File: src/rtl/spi_pkg.sv
// Shared command-field constants and FSM encoding for the SPI register controller.
package spi_pkg;

    localparam int CMD_WR_BIT  = 7;
    localparam int CMD_RSV_MSB = 6;
    localparam int CMD_RSV_LSB = 4;
    localparam int CMD_ADDR_W  = 4;

    typedef enum logic [1:0] {
        IDLE  = 2'd0,
        WR    = 2'd1,
        RD    = 2'd2,
        DRAIN = 2'd3
    } state_e;

    function automatic logic cmd_rsv_ok(input logic [7:0] cmd);
        return cmd[CMD_RSV_MSB:CMD_RSV_LSB] == '0;
    endfunction

endpackage

File: src/rtl/spi_reg_ctrl_if.sv
// Byte stream from the SPI receiver plus the transmit-load path back to it.
interface spi_reg_ctrl_if;

    logic [7:0] byte_in;
    logic       byte_val;
    logic       byte_rdy;
    logic [7:0] tx_data;
    logic       tx_load;

    modport master (output byte_in, byte_val, input byte_rdy, tx_data, tx_load);
    modport slave  (input byte_in, byte_val, output byte_rdy, tx_data, tx_load);

endinterface

File: src/rtl/sync_2ff.sv
// Two-flop synchronizer for a single asynchronous input, reset to RST_VAL.
module sync_2ff #(
    parameter logic RST_VAL = 1'b0
) (
    input  logic clk,
    input  logic rst,
    input  logic d_i,
    output logic q_o
);

    logic [1:0] ff_q;

    always_ff @(posedge clk or posedge rst) begin
        if (rst) ff_q <= {2{RST_VAL}};
        else     ff_q <= {ff_q[0], d_i};
    end

    assign q_o = ff_q[1];

endmodule

File: src/rtl/spi_reg_ctrl.sv
// SPI command sequencer: decodes cs-framed command/data bytes into register
// file writes and read-data loads for the transmit side.
module spi_reg_ctrl
    import spi_pkg::*;
#(
    parameter int         NUM_REGS  = 16,
    parameter logic [7:0] RESET_VAL = 8'h00
) (
    input  logic                  clk,
    input  logic                  rst,
    input  logic                  cs,
    spi_reg_ctrl_if.slave         bus,
    output logic [8*NUM_REGS-1:0] reg_q,
    output logic                  wr_pulse,
    output logic [3:0]            wr_addr,
    output logic [3:0]            err_cnt
);

    localparam int PTR_W = (NUM_REGS > 1) ? $clog2(NUM_REGS) : 1;

    logic                           cs_s;
    state_e                         state_q;
    logic [PTR_W-1:0]               ptr_q;
    logic [NUM_REGS-1:0][7:0]       regs_q;
    logic [7:0]                     tx_data_q;
    logic                           tx_load_q;
    logic                           wr_pulse_q;
    logic [3:0]                     wr_addr_q;
    logic [3:0]                     err_q;
    logic                           rdy_q;

    logic                           accept;
    logic [CMD_ADDR_W-1:0]          cmd_addr;
    logic [PTR_W-1:0]               cmd_ptr;
    logic [PTR_W-1:0]               ptr_inc;
    logic                           cmd_legal;

    // Reset to 1 so a reset mid-frame makes the next in-frame byte a command.
    sync_2ff #(.RST_VAL(1'b1)) u_cs_sync (
        .clk (clk),
        .rst (rst),
        .d_i (cs),
        .q_o (cs_s)
    );

    assign accept    = bus.byte_val & rdy_q;
    assign cmd_addr  = bus.byte_in[CMD_ADDR_W-1:0];
    assign cmd_ptr   = cmd_addr[PTR_W-1:0];
    assign ptr_inc   = ptr_q + PTR_W'(1);
    assign cmd_legal = cmd_rsv_ok(bus.byte_in) && (32'(cmd_addr) < 32'(NUM_REGS));

    always_ff @(posedge clk or posedge rst) begin
        if (rst) begin
            state_q    <= IDLE;
            ptr_q      <= '0;
            regs_q     <= {NUM_REGS{RESET_VAL}};
            tx_data_q  <= 8'h00;
            tx_load_q  <= 1'b0;
            wr_pulse_q <= 1'b0;
            wr_addr_q  <= 4'h0;
            err_q      <= 4'h0;
            rdy_q      <= 1'b0;
        end else begin
            rdy_q      <= 1'b1;
            tx_load_q  <= 1'b0;
            wr_pulse_q <= 1'b0;
            if (accept) begin
                unique case (state_q)
                    IDLE: if (!cs_s) begin
                        if (cmd_legal) begin
                            ptr_q <= cmd_ptr;
                            if (bus.byte_in[CMD_WR_BIT]) begin
                                state_q <= WR;
                            end else begin
                                state_q   <= RD;
                                tx_data_q <= regs_q[cmd_ptr];
                                tx_load_q <= 1'b1;
                            end
                        end else begin
                            if (err_q != 4'hF) err_q <= err_q + 4'h1;
                            state_q <= DRAIN;
                        end
                    end
                    WR: begin
                        regs_q[ptr_q] <= bus.byte_in;
                        wr_pulse_q    <= 1'b1;
                        wr_addr_q     <= 4'(ptr_q);
                        ptr_q         <= ptr_inc;
                    end
                    RD: begin
                        ptr_q     <= ptr_inc;
                        tx_data_q <= regs_q[ptr_inc];
                        tx_load_q <= 1'b1;
                    end
                    default: ;
                endcase
            end
            // Frame end overrides any transition above; a same-edge write still lands.
            if (state_q != IDLE && cs_s) state_q <= IDLE;
        end
    end

    assign bus.byte_rdy = rdy_q;
    assign bus.tx_data  = tx_data_q;
    assign bus.tx_load  = tx_load_q;
    assign reg_q        = regs_q;
    assign wr_pulse     = wr_pulse_q;
    assign wr_addr      = wr_addr_q;
    assign err_cnt      = err_q;

endmodule

File: src/flat_wrapper.sv
// flat-port wrapper written by rule: the top's interface ports become plain ports
module spi_reg_ctrl_flat import spi_pkg::*;
#(
    parameter int         NUM_REGS  = 16,
    parameter logic [7:0] RESET_VAL = 8'h00
)
  (clk, rst, cs, reg_q, wr_pulse, wr_addr, err_cnt, bus_byte_in, bus_byte_val, bus_byte_rdy, bus_tx_data, bus_tx_load);
  spi_reg_ctrl_if bus_i ();
  input  logic clk;
  input  logic rst;
  input  logic cs;
  output logic [8*NUM_REGS-1:0] reg_q;
  output logic wr_pulse;
  output logic [3:0] wr_addr;
  output logic [3:0] err_cnt;
  input wire logic [$bits(bus_i.byte_in)-1:0] bus_byte_in;
  input wire logic [$bits(bus_i.byte_val)-1:0] bus_byte_val;
  output wire logic [$bits(bus_i.byte_rdy)-1:0] bus_byte_rdy;
  output wire logic [$bits(bus_i.tx_data)-1:0] bus_tx_data;
  output wire logic [$bits(bus_i.tx_load)-1:0] bus_tx_load;
  assign bus_i.byte_in = bus_byte_in;
  assign bus_i.byte_val = bus_byte_val;
  assign bus_byte_rdy = bus_i.byte_rdy;
  assign bus_tx_data = bus_i.tx_data;
  assign bus_tx_load = bus_i.tx_load;
  spi_reg_ctrl #(.NUM_REGS(NUM_REGS), .RESET_VAL(RESET_VAL)) u_core (.clk(clk), .rst(rst), .cs(cs), .bus(bus_i), .reg_q(reg_q), .wr_pulse(wr_pulse), .wr_addr(wr_addr), .err_cnt(err_cnt));
endmodule
File: config.mk
export PLATFORM = sky130hd
export DESIGN_NAME = spi_reg_ctrl_flat
export DESIGN_NICKNAME = d
export VERILOG_FILES = /design/src/rtl/spi_pkg.sv /design/src/rtl/spi_reg_ctrl_if.sv /design/src/rtl/sync_2ff.sv /design/src/rtl/spi_reg_ctrl.sv /design/src/flat_wrapper.sv
export SDC_FILE = /design/constraint.sdc
export NUM_CORES = 1
export LEC_CHECK = 0
export CAP_MARGIN = 20
export CORE_UTILIZATION = 57
export DETAILED_ROUTE_END_ITERATION = 6
export PLACE_DENSITY = 0.86
export SYNTH_ARGS = -nofsm -noshare
export SYNTH_HDL_FRONTEND = slang
export SYNTH_SLANG_ARGS = --single-unit
File: constraint.sdc
create_clock -name clk -period 6.9 [get_ports clk]
set_input_delay 0.69 -clock clk [delete_from_list [all_inputs] [get_ports clk]]
set_output_delay 0.69 -clock clk [all_outputs]
set_load 0.005 [all_outputs]
# After elaboration in Yosys (flattened, before gate mapping)

Index checks and enable logic that the tools add are counted.

Add/subtract/negate cells: 2
Magnitude comparators: 4
Equality and inequality tests: 7
Multiplexer cells: 27
Bitwise logic cells: 3
Reduce and logical (&&, ||, !) cells: 15

Operators with widths:

| cell                  | count |
|---|---|
| $bwmux W128           | 1 |
| $bmux W8 S4           | 2 |
| $mux W8               | 6 |
| $demux W8 S4          | 1 |
| $pmux W8 S2           | 1 |
| $lt A4 B5 Y1 const B  | 3 |
| $mux W2               | 6 |
| $reduce_and A5 Y1     | 2 |
| $reduce_bool A2 Y1    | 5 |
| $add A4 B1 Y4 const B | 2 |
| $mux W4               | 2 |
| $pmux W4 S2           | 1 |
| $mux W1               | 6 |
| $ge A4 B1 Y1 const B  | 1 |
| $ne A2 B1 Y1 const B  | 2 |
| $ne A2 B2 Y1 const B  | 2 |
| $ne A4 B4 Y1 const B  | 1 |
| $reduce_and A4 Y1     | 1 |
| $logic_not A3 Y1      | 1 |
| $reduce_and A3 Y1     | 1 |
| $eq A2 B1 Y1 const B  | 1 |
| $eq A2 B2 Y1 const B  | 1 |
| $logic_and A1 B1 Y1   | 2 |
| $logic_not A2 Y1      | 1 |
| other kinds (5)       | 6 |

Flip-flop bits (word level): 155
Bits of input ports: 12
Output and inout bits: 147
Logic and storage cells: 83

# Logic depth before layout (Yosys ltp)

Word-level depth: 6
Gate-level depth with buffers: 12
Gate-level depth less buffers: 7

# Hierarchy

From an unflattened synthesis, not the netlist that was laid out.

Cell total of the unflattened synthesis: 634
Area, all modules: 8252.9 um^2

Modules (own cells, without submodules):

| module       | instances | cells each | area each (um^2) | sequential area each (um^2) |
|---|---|---|---|---|
| spi_reg_ctrl | 1         | 631        | 8196.6           | 3828.7 |
| sync_2ff     | 1         | 3          | 56.3             | 52.6 |

# Worst setup path before layout

No wires, ideal clock.

Path type: reg-to-reg
Start: register u_core.ptr_q[0]
End: register u_core.tx_data_q[1] (netlist: u_core.bus.tx_data[1])
Library setup time: 125 ps
Arrival time: 2558 ps
Data required time: 6775 ps
Slack: 4217 ps
Cell stages (with the launch flop): 13
Path buffers: 6
Period minus slack after synthesis: 2683 ps
Cells stage by stage: dfrtp_1 > buf_6 > buf_6 > buf_2 > inv_1 > ha_1 > buf_6 > buf_6 > buf_2 > mux4_2 > mux2_2 > o22ai_1 > o31ai_2

Word-level cells in the longest chain between the ends: 4

Ends and longest elaborated chain:

| what                          | RTL line           | source |
|---|---|---|
| start: declaration            | spi_reg_ctrl.sv:23 | `logic [PTR_W-1:0] ptr_q;` |
| start signal: assignment      | spi_reg_ctrl.sv:71 | `ptr_q <= cmd_ptr;` |
| start signal: assignment      | spi_reg_ctrl.sv:88 | `ptr_q <= ptr_inc;` |
| start signal: assignment      | spi_reg_ctrl.sv:91 | `ptr_q <= ptr_inc;` |
| $add A4 B1 Y4                 | spi_reg_ctrl.sv:49 | `assign ptr_inc = ptr_q + PTR_W'(1);` |
| $bmux W8 S4                   | spi_reg_ctrl.sv:92 | `tx_data_q <= regs_q[ptr_inc];` |
| $mux W8 (implied by the code) | spi_reg_ctrl.sv:92 |  |
| $pmux W8 S2                   | spi_reg_ctrl.sv:68 | `unique case (state_q)` |
| end signal: assignment        | spi_reg_ctrl.sv:76 | `tx_data_q <= regs_q[cmd_ptr];` |
| end signal: assignment        | spi_reg_ctrl.sv:92 |  |
| end: declaration              | spi_reg_ctrl.sv:25 | `logic [7:0] tx_data_q;` |

Every way passes these cells. The select of a mux whose other input is x is not followed.
A chain may end at the register's enable or synchronous reset.

# Worst setup path after layout

Start: input port bus_byte_in[3]
End: register u_core.tx_data_q[1] (netlist: u_core.bus.tx_data[1])

Word-level cells in the longest chain between the ends: 6

Ends and longest elaborated chain:

| what                          | RTL line           | source |
|---|---|---|
| start: declaration            | flat_wrapper.sv:16 | `input wire logic [$bits(bus_i.byte_in)-1:0] bus_byte_in;` |
| $bmux W8 S4                   | spi_reg_ctrl.sv:76 |  |
| $mux W8 (implied by the code) | spi_reg_ctrl.sv:76 |  |
| $mux W8                       | spi_reg_ctrl.sv:72 | `if (bus.byte_in[CMD_WR_BIT]) begin` |
| $mux W8                       | spi_reg_ctrl.sv:70 | `if (cmd_legal) begin` |
| $mux W8                       | spi_reg_ctrl.sv:69 | `IDLE: if (!cs_s) begin` |
| $pmux W8 S2                   | spi_reg_ctrl.sv:68 |  |

Every way passes these cells. The select of a mux whose other input is x is not followed.

==> impl_results.md <==
- Status: completed
- Hold Buf Count CTS: 0
- Synthesized instance count: 580
- Sw power: 0.00157 W
- Synth area leader: dfrtp_1
- Placed cell area: 9910 um2
- Clk root buf: clkbuf_16
- Global-route wire length before repair: 38.0 mm
- Hold path cells: 0
- DP HPWL: 15.6 mm
- Area Growth Syn to Fin: 27.2%
- Finish-stage setup viols: 0
- Yosys warning count: 0
- Crit path largest cell delay: 1.16 ns
- Vias in the first global route: 6346
- Critical-path cell list: clkdlybuf4s50_1, clkinv_1, a221oi_1, a22oi_1, o211a_1, o31ai_2
- Startpoint of the worst-slack reg-to-reg timing path: u_core.ptr_q[0]
- Unrepaired setup endpoints after global routing: false
- Worst-case clock buffer depth: 2
- Slew headroom: 0.218
- Clock transition at path regs: 0.06 ns
- DR pass1 iterations: 6
- Int Pwr: 0.00309 W
- Inserted Clock Buffers: 17
- Crit-path max FO: 25
- TritonCTS clock tree: yes
- Worst slew pin tran: 1.17 ns
- Hold Path Class: reg -> reg
- Max_cap viols: 0
- Setup crit end kind: flip-flop
- Post-Syn Area: between 8000 and 9000 um2
- DR top layer: met4
- Final TNS setup: 0 ns
- Critical Path Start: bus_byte_in[3]
- Met3 wire len: 2.51 mm
- Fillers: roughly 860
- Final Cell Area: 10600 um2
- Netlist cell types: 56
- Worst-Skew Late Latency: 0.43 ns
- Worst Skew: 0.00803 ns
- Final hold vios: 0
- H-tree Lvls: 4
- Main flop type after synthesis: dfrtp_1
- Sw frac: 0.336
- Arrival time worst endpoint: 3.73 ns
- CP Launch Type: input port
- Synth top area share: 0.459
- Largest net degree at the start of global routing: 88
- Number of DRC markers in iteration 0: 612
- Vias per inst: 6.87
- Via count: between 6000 and 7000
- Fin crit period: around 3.4 ns
- Clock power frac: 0.231
- Die area: 15100 um2
- Pre-CTS setup slack: 3.33 ns
- #FFs+latches synth: 155
- DRC violations left: 0
- Antenna cell count: 0
- Async S/R FF share, synth: 1.00
- Max Clk Rate: approximately 300 MHz
- Period utilization: 0.491
- Grt ovf: 0
- Top-Level Pins: 159
- Required @ worst endpoint: roughly 7.2 ns
- Core box area: approximately 14000 um2
- Pleak: between 4 and 5 nW
- Slowest stage cell, crit path: clkdlybuf4s50_1
- Starting Density: 0.592
- WL/cell: roughly 27 um
- Syn nets: 601
- Top-count cell post-synth: dfrtp_1
- Post-synth top cells: dfrtp_1, mux2_2, mux4_2, mux2i_1, nand2_1
- Max VDD drop: ~0.00025 V
- Count of input and output buffers: between 150 and 200
- Met1 wire length: 9.57 mm
- Slew Limit Fails: 0
- Gate power share: 0.423
- Mean Syn Cell Area: approximately 14 um2
- Fraction of layout cells with a size suffix above 1: 0.328
- Final ANT Viol Nets: 0
- Fin worst setup slack: 3.51 ns
- Sequential power share: 0.345
- CTS Sinks: 155
- Gpl congestion: about 0.85
- Nets: 746
- Power density of the placed cells: 439 nW/um2
- Number of synthesized flops with an enable pin: 0
- Final WL: 25.0 mm
- DIE HEIGHT: 123 um
- Total setup buffers inserted after CTS: 0
- GRT Total Usage: 0.351
- Leading post-synthesis cells by cell area: dfrtp_1, mux2_2, mux4_2
- Sequential fraction of the synthesis area: 0.465
- Die W: roughly 120 um
- Initial antenna violation count: 0
- CTS resizes: 0
- Min-delay src: u_core.u_cs_sync.ff_q[0]
- CP Class: in -> reg
- Worst r2r path cells: 8
- Metal2 WL: ~12 mm
- Row count: 43
## cell type report
class / count / area (um2) / share of cell area
timing repair buffer: 166 / 1650 / 0.155
inverter: 7 / 31.3 / 0.00294
sequential: 155 / 3880 / 0.365
tap: 180 / 225 / 0.0212
multi-input combinational: 378 / 4150 / 0.391
clock inverter: 14 / 243 / 0.0229
clock buffer: 18 / 439 / 0.0413
## routing by layer
metal  vias up  track usage
li1       2527            -
met2       430        0.529
met3        84       0.0853
met5         -            0
met4         0        0.188
met1      3268        0.474
## stage by stage
| step | total power [W] | utilization | cells | hold slack [ns] |
|---|---|---|---|---|
| floorplan | 0.00264 | - | 580 | 0.345 |
| global route | 0.00486 | 0.754 | 918 | 0.361 |
| detailed placement | 0.00353 | 0.703 | 885 | 0.351 |
| global placement | 0.00347 | 0.703 | 885 | 0.347 |
| CTS | 0.00465 | 0.752 | 917 | 0.363 |
| finish | 0.00466 | 0.754 | 918 | 0.360 |
## final timing paths
kind,end,slack (ns)
setup / recovery,u_core.bus.tx_data[1],3.51
hold / removal,u_core.u_cs_sync.ff_q[1],0.36
setup reg to reg,u_core.bus.tx_data[6],3.63
hold reg to reg,u_core.u_cs_sync.ff_q[1],0.36
max in group asynchronous,u_core.u_cs_sync.ff_q[0],4.98
min in group asynchronous,u_core.reg_q[12],0.72
## sequential cells by signal, indices dropped and copies added, names as in the netlist
name / cells
u_core.bus.byte_rdy: 1
u_core.bus.tx_data: 8
u_core.bus.tx_load: 1
u_core.err_cnt: 4
u_core.ptr_q: 4
u_core.reg_q: 128
u_core.state_q: 2
u_core.u_cs_sync.ff_q: 2
u_core.wr_addr: 4
u_core.wr_pulse: 1
## worst max-delay path: cells and delay by family
kind,cells,cell delay [ns]
AO/OA/AOI/OAI,4,1.19
buffers and inverters,2,1.83
## placed cells by master, fill, tap and decap left out, types with 3 or more instances in the layout
cell type        Yosys  final
mux4_1               6      6
clkdlybuf4s50_1      0    156
nor2_1              10     10
o211a_1              4      4
mux2_2             129    129
mux4_2              45     45
dfrtp_1            153    153
nand2b_1             4      4
ha_1                 9      8
nor2_2              11     11
buf_4                3      7
a21oi_1              5      5
o22ai_1              9      9
mux2i_1             29     29
clkbuf_16            0     17
a221oi_1             8      8
inv_1                6      5
nand2_1             25     25
and3_1               4      4
a221oi_2             4      4
a22oi_1              5      5
o21ai_0              8      8
clkinvlp_4           0      3
xnor2_1              3      3
o31ai_1              6      6
mux2_1              16     16
clkinv_4             0      3
a211oi_1             3      3
bufinv_16            0      6
nand3_1              8      8
## power groups by stage
stage | Combinational, W | Clock, W | Sequential [W]
6_report | 0.00197 | 0.00108 | 0.00161
5_1_grt | 0.00209 | 0.00112 | 0.00164
4_1_cts | 0.00197 | 0.00108 | 0.00159
3_5_place_dp | 0.00193 | 0 | 0.00160
3_3_place_gp | 0.00189 | 0 | 0.00158
2_1_floorplan | 0.00114 | 0 | 0.00150
## cell families after synthesis
| group | share of synthesized area |
|---|---|
| multiplexers | 0.371 |
| flip-flops | 0.465 |
| AND/OR/NAND/NOR | 0.0451 |
| AO/OA/AOI/OAI | 0.0611 |
| buffers and inverters | 0.0382 |
| adder cells (fa/ha/maj) | 0.0135 |
| XOR/XNOR | 0.00615 |
| other | 0.000449 |
(Power assumes the default switching activity.)
